==> config.mk <==
export PLATFORM = sky130hd
export DESIGN_NAME = instr_encoder_loader
export DESIGN_NICKNAME = d
export VERILOG_FILES = /design/src/rtl/instr_encoder_loader.sv
export SDC_FILE = /design/constraint.sdc
export NUM_CORES = 1
export LEC_CHECK = 0
export BUFFER_PORTS_ARGS = -buffer_cell sky130_fd_sc_hd__buf_2
export CAP_MARGIN = 10
export CORE_UTILIZATION = 45
export DETAILED_ROUTE_END_ITERATION = 8
export GPL_ROUTABILITY_DRIVEN = 0
export GPL_TIMING_DRIVEN = 0
export PLACE_DENSITY = 0.73
export REMOVE_ABC_BUFFERS = 1
export SYNTH_ARGS = -nofsm -noshare
export SYNTH_HDL_FRONTEND = slang
export SYNTH_SLANG_ARGS = --single-unit
export TNS_END_PERCENT = 50
==> constraint.sdc <==
create_clock -name clk -period 6.8 [get_ports clk]
set_input_delay 2.04 -clock clk [delete_from_list [all_inputs] [get_ports clk]]
set_output_delay 2.04 -clock clk [all_outputs]
set_load 0.01 [all_outputs]
==> src/rtl/instr_encoder_loader.sv <==
// ---------------------------------------------------------------------------
// instr_encoder_loader
//
// Purpose:
//   Encode-side counterpart of the pipeline's opcode decoder. The block takes
//   symbolic instruction fields over a valid/ready handshake, packs them into
//   32-bit RV32I words and writes those words one after another into
//   instruction memory. It bootstraps program memory while the core is still
//   held in stall.
//
//   Supported formats match the decoder: R, I, S, B, J, U (LUI), LW and JALR.
//   A bundle whose immediate cannot be represented in its format is rejected.
//   A rejection raises a one-cycle err pulse, performs no write and leaves the
//   address and word count unchanged.
//
// Parameters:
//   ADDR_W  width of the instruction-memory byte address
//   DEPTH   number of words that fill one load session
//
// Ports:
//   clk        clock; all logic on the rising edge
//   rst        synchronous, active-low reset
//   start      one-cycle pulse that opens, or restarts, a load session
//   in_valid   field bundle valid
//   in_ready   block accepts a bundle this cycle (decoded from state only)
//   fmt        0=R 1=I 2=S 3=B 4=J 5=U 6=LW 7=JALR
//   rd/rs1/rs2 register indices
//   funct3     funct3 field
//   funct7     funct7 field (R only)
//   imm        signed byte immediate (full 32-bit value for U)
//   mem_we     instruction-memory write strobe
//   mem_addr   byte address of the write
//   mem_wdata  encoded instruction
//   err        one-cycle pulse: the bundle was rejected
//   err_count  saturating count of rejected bundles
//   words      words written in the current session
//   done       session full (words == DEPTH)
// ---------------------------------------------------------------------------
module instr_encoder_loader #(
    parameter int ADDR_W = 10,
    parameter int DEPTH  = 256
) (
    input  logic              clk,
    input  logic              rst,
    input  logic              start,
    input  logic              in_valid,
    output logic              in_ready,
    input  logic [2:0]        fmt,
    input  logic [4:0]        rd,
    input  logic [4:0]        rs1,
    input  logic [4:0]        rs2,
    input  logic [2:0]        funct3,
    input  logic [6:0]        funct7,
    input  logic [31:0]       imm,
    output logic              mem_we,
    output logic [ADDR_W-1:0] mem_addr,
    output logic [31:0]       mem_wdata,
    output logic              err,
    output logic [7:0]        err_count,
    output logic [ADDR_W-1:0] words,
    output logic              done
);

    // Format codes carried on the fmt input
    localparam logic [2:0] FMT_R    = 3'd0;
    localparam logic [2:0] FMT_I    = 3'd1;
    localparam logic [2:0] FMT_S    = 3'd2;
    localparam logic [2:0] FMT_B    = 3'd3;
    localparam logic [2:0] FMT_J    = 3'd4;
    localparam logic [2:0] FMT_U    = 3'd5;
    localparam logic [2:0] FMT_LW   = 3'd6;
    localparam logic [2:0] FMT_JALR = 3'd7;

    // Major opcodes, identical to the ones the decoder matches on
    localparam logic [6:0] OP_R    = 7'b0110011;
    localparam logic [6:0] OP_I    = 7'b0010011;
    localparam logic [6:0] OP_S    = 7'b0100011;
    localparam logic [6:0] OP_B    = 7'b1100011;
    localparam logic [6:0] OP_J    = 7'b1101111;
    localparam logic [6:0] OP_U    = 7'b0110111;
    localparam logic [6:0] OP_LW   = 7'b0000011;
    localparam logic [6:0] OP_JALR = 7'b1100111;

    // Signed immediate limits for each encodable range
    localparam logic signed [31:0] IMM12_MIN = -32'sd2048;
    localparam logic signed [31:0] IMM12_MAX =  32'sd2047;
    localparam logic signed [31:0] IMM13_MIN = -32'sd4096;
    localparam logic signed [31:0] IMM13_MAX =  32'sd4094;
    localparam logic signed [31:0] IMM21_MIN = -32'sd1048576;
    localparam logic signed [31:0] IMM21_MAX =  32'sd1048574;

    localparam logic [ADDR_W-1:0] ADDR_STEP  = ADDR_W'(4);
    localparam logic [ADDR_W-1:0] WORDS_FULL = ADDR_W'(DEPTH);

    typedef enum logic [1:0] {
        ST_IDLE,
        ST_LOAD,
        ST_DONE
    } state_t;

    state_t state;

    logic signed [31:0] simm;
    logic               fits12;
    logic               fits13;
    logic               fits21;
    logic [31:0]        enc_word;
    logic               imm_ok;
    logic [ADDR_W-1:0]  words_inc;

    assign simm      = $signed(imm);
    assign words_inc = words + ADDR_W'(1);

    // Range tests shared by the formats. B and J targets are halfword
    // aligned, so their upper limits are the largest even value.
    assign fits12 = (simm >= IMM12_MIN) && (simm <= IMM12_MAX);
    assign fits13 = (simm >= IMM13_MIN) && (simm <= IMM13_MAX) && !imm[0];
    assign fits21 = (simm >= IMM21_MIN) && (simm <= IMM21_MAX) && !imm[0];

    // in_ready depends on state alone, so a producer may use it to decide
    // whether to raise in_valid without creating a combinational loop.
    assign in_ready = (state == ST_LOAD);

    // Encoder: packs the fields of the presented bundle into an RV32I word
    // and decides whether its immediate is representable in that format.
    // Fields that a format does not use are ignored. R has no immediate, so
    // it is always accepted.
    always_comb begin
        enc_word = 32'd0;
        imm_ok   = 1'b1;
        case (fmt)
            FMT_R: begin
                enc_word = {funct7, rs2, rs1, funct3, rd, OP_R};
            end
            FMT_I: begin
                enc_word = {imm[11:0], rs1, funct3, rd, OP_I};
                imm_ok   = fits12;
            end
            FMT_S: begin
                enc_word = {imm[11:5], rs2, rs1, funct3, imm[4:0], OP_S};
                imm_ok   = fits12;
            end
            FMT_B: begin
                enc_word = {imm[12], imm[10:5], rs2, rs1, funct3,
                            imm[4:1], imm[11], OP_B};
                imm_ok   = fits13;
            end
            FMT_J: begin
                enc_word = {imm[20], imm[10:1], imm[11], imm[19:12], rd, OP_J};
                imm_ok   = fits21;
            end
            FMT_U: begin
                enc_word = {imm[31:12], rd, OP_U};
                imm_ok   = (imm[11:0] == 12'd0);
            end
            FMT_LW: begin
                enc_word = {imm[11:0], rs1, funct3, rd, OP_LW};
                imm_ok   = fits12;
            end
            FMT_JALR: begin
                enc_word = {imm[11:0], rs1, funct3, rd, OP_JALR};
                imm_ok   = fits12;
            end
            default: begin
                enc_word = 32'd0;
                imm_ok   = 1'b0;
            end
        endcase
    end

    // Session controller and registered outputs.
    // mem_we and err are single-cycle pulses; they clear by default on every
    // edge and are set only by the edge that accepts a bundle.
    // mem_addr shows the address of the word being written while mem_we is
    // high and steps by 4 on the edge that follows each write. That keeps
    // back-to-back writes at consecutive addresses, and it keeps the address
    // still across rejected bundles.
    // words counts at the accept edge. As a result, the transition into DONE
    // and the done flag take effect from the cycle after the final accept.
    // A start pulse takes priority over any bundle presented with it. It
    // reopens the session from address 0 and leaves err_count alone.
    always_ff @(posedge clk) begin
        if (!rst) begin
            state     <= ST_IDLE;
            mem_we    <= 1'b0;
            mem_addr  <= '0;
            mem_wdata <= 32'd0;
            err       <= 1'b0;
            err_count <= 8'd0;
            words     <= '0;
            done      <= 1'b0;
        end else begin
            mem_we <= 1'b0;
            err    <= 1'b0;

            if (mem_we) begin
                mem_addr <= mem_addr + ADDR_STEP;
            end

            case (state)
                ST_IDLE: begin
                    if (start) begin
                        state    <= ST_LOAD;
                        mem_addr <= '0;
                        words    <= '0;
                        done     <= 1'b0;
                    end
                end

                ST_LOAD: begin
                    if (start) begin
                        mem_addr <= '0;
                        words    <= '0;
                    end else if (in_valid) begin
                        if (imm_ok) begin
                            mem_we    <= 1'b1;
                            mem_wdata <= enc_word;
                            words     <= words_inc;
                            if (words_inc == WORDS_FULL) begin
                                state <= ST_DONE;
                                done  <= 1'b1;
                            end
                        end else begin
                            err <= 1'b1;
                            if (err_count != 8'hFF) begin
                                err_count <= err_count + 8'd1;
                            end
                        end
                    end
                end

                ST_DONE: begin
                    if (start) begin
                        state    <= ST_LOAD;
                        mem_addr <= '0;
                        words    <= '0;
                        done     <= 1'b0;
                    end
                end

                default: begin
                    state <= ST_IDLE;
                    done  <= 1'b0;
                end
            endcase
        end
    end

endmodule

==> flow_metrics.tcl, run 1 <==
set metrics [dict create \
    power_density_nw_per_um2 194.0 \
    reg2reg_depth 8 \
    cts_buffer_depth 2 \
    cts_resized 0 \
    avgSynthCellArea_sq_um 8.359 \
    synthArstFlopShare 0 \
    busiest_layer "met2" \
    holdPathStages 2 \
    hold_viol 0 \
    worst_pin_slew_ns 1.047 \
    drtIter0Drc 185 \
    cts_tree "done" \
    grt_pass1_vias 3365 \
    peakVddDrop_v 0.0001936 \
    rrSetupSlack_ns 4.08 \
    drcViolationCount 0 \
    total_power_mw 0.8497 \
    cts_made_buffers 9 \
    n_antenna_cell 0 \
    max_freq_ghz 0.2161 \
    ys_seq_area_frac 0.3503 \
    relSlewSlack 0.3009 \
    portBuffers 125 \
    synthTopCellsByCount "61 x dfxtp_1, 46 x nor2_1, 37 x nand2_1, 24 x mux2i_1" \
    postRouteAntennaNets 0 \
    hold_end "mem_wdata[31]$_SDFFE_PN0P_" \
    route.detailed.wl_per_inst_microns 14.82 \
    r2r-start "words[0]$_SDFFE_PN0P_" \
    skew_ns 0.005924 \
    netlist.area_leader.share 0.3503 \
    synth_most_common_cell "dfxtp_1" \
    cts_setup_buffers 0 \
    grt_pass1_wl_microns 15640 \
    htreeDepth 3 \
    syn_inst 417 \
    slew_violations 0 \
    dp_hpwl_microns 6868 \
    timing.rr.end "state[0]$_SDFFE_PN0P_" \
    synth_seq_cells 61 \
    drive_gt1_frac 0.3140 \
    hp-class "reg2reg" \
    drv_cap 0 \
    status "complete, no violations" \
    grt_util_met2 0.3804 \
    die_w_microns 90.02 \
    antenna_found_initial 0 \
    die_h_microns 90.02 \
    end_kind "flop" \
    cp_max_fo 31 \
    io_pins 128 \
    cp.required_ns 6.99 \
    initial_utilization 0.4730 \
    rsz0062_at_grt "no" \
    synth_edf_count 0 \
    wl_microns 9393 \
    yosysWarnings 0 \
    row_count 31 \
    cts_num_sinks 61 \
    finalCriticalPeriod_ns 4.628 \
    ys.flop_type "dfxtp_1" \
    leakagePower_nw 1.865 \
    clk_pin_slew_ns 0.07 \
    met1_usage 0.3007 \
    clkLatencyLatePin_ns 0.33 \
    overflow 0 \
    placed_cells 618 \
    avgViaCountPerCell 5.539 \
    via_count 3512 \
    critPathLaunch "fmt[2]" \
    grt_use_total 0.2337 \
    use_met3 0.04315 \
    worstPathArrival_ns 4.82 \
    cp-start-kind "primary input" \
    coreArea_sq_um 7370 \
    area_delta_synth_final_pct 25.66 \
    final.setup.tns_ns 0 \
    pre_cts_slack_ns 1.821 \
    grt_max_degree 38 \
    min_period_over_period 0.6805 \
    synthesis.area_sq_um 3486 \
    cts-hold-fix-buffers 0 \
    synth_area_leaders "dfxtp_1 35%, mux2i_1 6.9%, a211oi_2 5.4%" \
    fin_nets 597 \
    synthDistinctLibCells 58 \
    dieArea_sq_um 8103 \
    yosysTopAreaCell "dfxtp_1" \
    clock-root-buffer "clkbuf_8" \
    final.setup.worst_slack_ns 2.172 \
    fin_cells 634 \
    finalSetupViolations 0 \
    worstSetupPathType "in2reg" \
    min-delay-start "mem_wdata[31]$_SDFFE_PN0P_" \
    drt-pass1-iter-count 5 \
]
-- kinds of logic after synthesis --
logic type                 after synthesis  synth area share
AOI/OAI and AO/OA                      102            0.2233
other                                    1          0.001076
DFF                                     61            0.3503
muxes                                   24           0.06892
xor gates and xnor gates                11           0.02764
buffers and inverters                   36           0.05599
and+or+nand+nor                        179            0.2620
adders and majority gates                3           0.01077
-- where the power goes --
| part | total (mW) | leakage [nW] | internal [mW] | switching [mW] |
|---|---|---|---|---|
| clock network | 0.397 | 0.124 | 0.245 | 0.152 |
| registers | 0.361 | 0.492 | 0.359 | 0.00181 |
| logic | 0.0918 | 1.25 | 0.0359 | 0.0559 |
| total | 0.850 | 1.87 | 0.640 | 0.209 |
-- worst max-delay path by stage --
| stage | endpoint | slack [ns] | cells after the start |
|---|---|---|---|
| 4_1_cts | mem_wdata[24]$_SDFFE_PN0P_ | 2.17 | 10 |
| 3_3_place_gp | mem_wdata[25]$_SDFFE_PN0P_ | 0.87 | 8 |
| 2_1_floorplan | mem_wdata[5]$_SDFFE_PN0P_ | 1.69 | 7 |
| 3_5_place_dp | mem_wdata[4]$_SDFFE_PN0P_ | 1.82 | 10 |
| 6_report | mem_wdata[24]$_SDFFE_PN0P_ | 2.17 | 10 |
| 5_1_grt | mem_wdata[7]$_SDFFE_PN0P_ | 1.89 | 10 |
-- sequential cells by signal, summed over array words and instances, names as in the netlist --
signal	flops
err_count	8
done	1
mem_addr	8
words	10
err	1
mem_wdata	31
state	1
mem_we	1
-- cell usage in the layout (no fill, tap or decap), types with 15 or more instances in the layout --
master	synthesis	routed
mux2i_1	24	24
buf_2	0	125
a21oi_1	15	15
nand2_1	37	37
nand2b_1	17	17
dfxtp_1	61	61
a211oi_2	15	15
nor2_1	46	46
o21ai_0	18	18
nand3_1	18	18
-- layout make-up --
class / instances / area (sq um)
Tap cell: 99 / 123.9
Multi-Input combinational cell: 321 / 2073
Clock buffer: 9 / 123.9
Timing Repair Buffer: 128 / 683.2
Sequential cell: 61 / 1221
Fill cell: 694 / 2989
Inverter: 9 / 33.78
Clock inverter: 7 / 121.4
-- through the flow --
stage                 util  cell area (sq um)  hold WS [ns]
floorplan                -               3328        0.4726
global placement    0.5533               4078        0.4341
detailed placement  0.5611               4135        0.4417
CTS                 0.5944               4380        0.4513
global route        0.5944               4380        0.4732
finish              0.5944               4380        0.4522
-- layer usage --
layer | vias up | routed length (microns)
met5 | - | 0
met4 | 0 | 174
met3 | 15 | 490
met2 | 117 | 4476
met1 | 1629 | 4251
li1 | 1751 | -
-- critical path, stage by stage --
cell and delay (ns):
buf_2 0.26, nand2b_1 0.38, nor3_1 0.32, nand3_1 0.11
and4_1 0.33, a211oi_4 0.72, buf_8 0.24, buf_16 0.16
mux2i_1 0.19, nor2_1 0.05
Note: power is estimated with default switching activity, not from simulation.
==> inputs of run 2 (changes only) <==
Settings changed: PLACE_DENSITY 0.73 to 0.76.
Clock period 6.8 ns to 3.8 ns, I/O delays scaled along.
==> flow_metrics.tcl, run 2 (same netlist as run 1, synthesis figures left out) <==
set metrics [dict create \
    grt_max_degree 38 \
    grt_pass1_vias 3294 \
    drt-pass1-iter-count 5 \
    cp_max_fo 17 \
    hold-worst-slack_ns 0.4446 \
    largest_reg_flops 31 \
    die_h_microns 90.02 \
    peakVddDrop_v 0.0002385 \
    hp-class "reg2reg" \
    avgViaCountPerCell 5.549 \
    pre_cts_slack_ns -0.1699 \
    fin_cells 634 \
    fin_nets 597 \
    via_count 3518 \
    clkLatencyLatePin_ns 0.33 \
    finalCriticalPeriod_ns 3.574 \
    rsz0062_at_grt "no" \
    min_period_over_period 0.9405 \
    die_w_microns 90.02 \
    timing.rr.end "state[0]$_SDFFE_PN0P_" \
    cp.required_ns 4.04 \
    power_density_nw_per_um2 338.5 \
    wl_met1_microns 4135 \
    layout_commonest_cell "buf_2" \
    cts-hold-fix-buffers 0 \
    drive_gt1_frac 0.3140 \
    holdPathStages 2 \
    antenna_found_initial 0 \
    cts_buffer_depth 2 \
    dp_hpwl_microns 6583 \
    placed_cells 618 \
    r2r-start "words[0]$_SDFFE_PN0P_" \
    leakagePower_nw 1.850 \
    clock-root-buffer "clkbuf_8" \
    relSlewSlack 0.2995 \
    final.setup.tns_ns 0 \
    postRouteAntennaNets 0 \
    drcViolationCount 0 \
    coreArea_sq_um 7370 \
    wl_microns 9002 \
    cp-start-kind "primary input" \
    routed.top_layer "met4" \
    end_kind "flop" \
    reg2reg_depth 8 \
    cts_resized 0 \
    skew_ns 0.006472 \
    hold_end "mem_wdata[31]$_SDFFE_PN0P_" \
    mostFrequentLayoutCells "125 x buf_2, 61 x dfxtp_1, 46 x nor2_1" \
    final.setup.worst_slack_ns 0.2259 \
    cts_num_sinks 61 \
    io_pins 128 \
    clk_pin_slew_ns 0.07 \
    cts_setup_buffers 0 \
    seq_area_sq_um 1221 \
    cts_made_buffers 9 \
    row_count 31 \
    htreeDepth 3 \
    drv_cap 0 \
    worstPathArrival_ns 3.82 \
    grt_use_total 0.2269 \
    rrSetupSlack_ns 1.15 \
    fillCellCount 698 \
    reg_top3 "mem_wdata: 31 flops, words: 10 flops" \
    slew_violations 0 \
    dieArea_sq_um 8103 \
    finalSetupViolations 0 \
    largest_register "mem_wdata" \
    portBuffers 125 \
    wl_met2_microns 4155 \
    hold_viol 0 \
    dr_wl_met3_microns 458 \
    initial_utilization 0.4730 \
    worstSetupPathType "in2reg" \
    max_freq_ghz 0.2798 \
    status "complete, no violations" \
    grt_pass1_wl_microns 15090 \
    area_delta_synth_final_pct 24.91 \
    route.detailed.wl_per_inst_microns 14.20 \
    placed_cell_area_sq_um 4123 \
    drtIter0Drc 204 \
    multi_input_area_sq_um 2073 \
    overflow 0 \
    worst_pin_slew_ns 1.049 \
    post-route-cell-area_sq_um 4354 \
    cts_tree "done" \
    min-delay-start "mem_wdata[31]$_SDFFE_PN0P_" \
    n_antenna_cell 0 \
]
-- run 2: changes by cell type in the layout (fill, tap and decap cells not counted) --
cell / previous run / this run
buf_16: 1 / 0
buf_8: 2 / 3
bufinv_16: 3 / 2
clkbuf_8: 9 / 10
clkinv_2: 1 / 0
clkinvlp_4: 0 / 1
-- run 2: how the worst max path moves through the flow --
stage | cells past startpoint | slack [ns] | endpoint | startpoint
after global routing | 10 | 0.05 | mem_wdata[6]$_SDFFE_PN0P_ | fmt[2]
after CTS | 10 | 0.20 | mem_wdata[6]$_SDFFE_PN0P_ | imm[31]
final | 10 | 0.23 | mem_wdata[6]$_SDFFE_PN0P_ | fmt[0]
after detailed placement | 10 | -0.17 | mem_wdata[6]$_SDFFE_PN0P_ | imm[31]
after global placement | 8 | -1.20 | mem_wdata[25]$_SDFFE_PN0P_ | imm[31]
after floorplan | 7 | -0.41 | mem_wdata[5]$_SDFFE_PN0P_ | imm[19]
-- run 2: report_power, final --
part | internal, mW | total, mW | leakage (nW) | switching, mW
Clock | 0.392 | 0.666 | 0.113 | 0.274
Combinational | 0.0640 | 0.162 | 1.25 | 0.0983
Sequential | 0.643 | 0.646 | 0.492 | 0.00334
Total | 1.10 | 1.47 | 1.85 | 0.376
-- run 2: stage by stage --
stage                       util  total power, mW
after floorplan                -           0.7421
after global placement    0.5533           0.8170
after detailed placement  0.5594           0.8209
after CTS                 0.5908            1.487
after global routing      0.5908            1.538
final                     0.5908            1.474
-- run 2: worst max-delay path, cell delays in order --
cell,delay (ns)
buf_2,0.30
inv_1,0.30
nor3_1,0.36
nand3_1,0.11
and4_1,0.32
a211oi_4,0.62
buf_8,0.24
buf_8,0.16
nor2_1,0.06
a211oi_2,0.19
-- run 2: layout make-up --
type                            count  share of cell area
Multi-Input combinational cell    321              0.4761
Tap cell                           99             0.02845
Inverter                            9            0.007759
Timing Repair Buffer              128              0.1540
Clock inverter                      6             0.02155
Sequential cell                    61              0.2805
Clock buffer                       10             0.03161
-- run 2: routing by layer --
layer  vias up  global-route usage
met5         -                   0
met4         0              0.1196
met3        24             0.05415
met2       129              0.3620
met1      1617              0.2830
li1       1748                   -
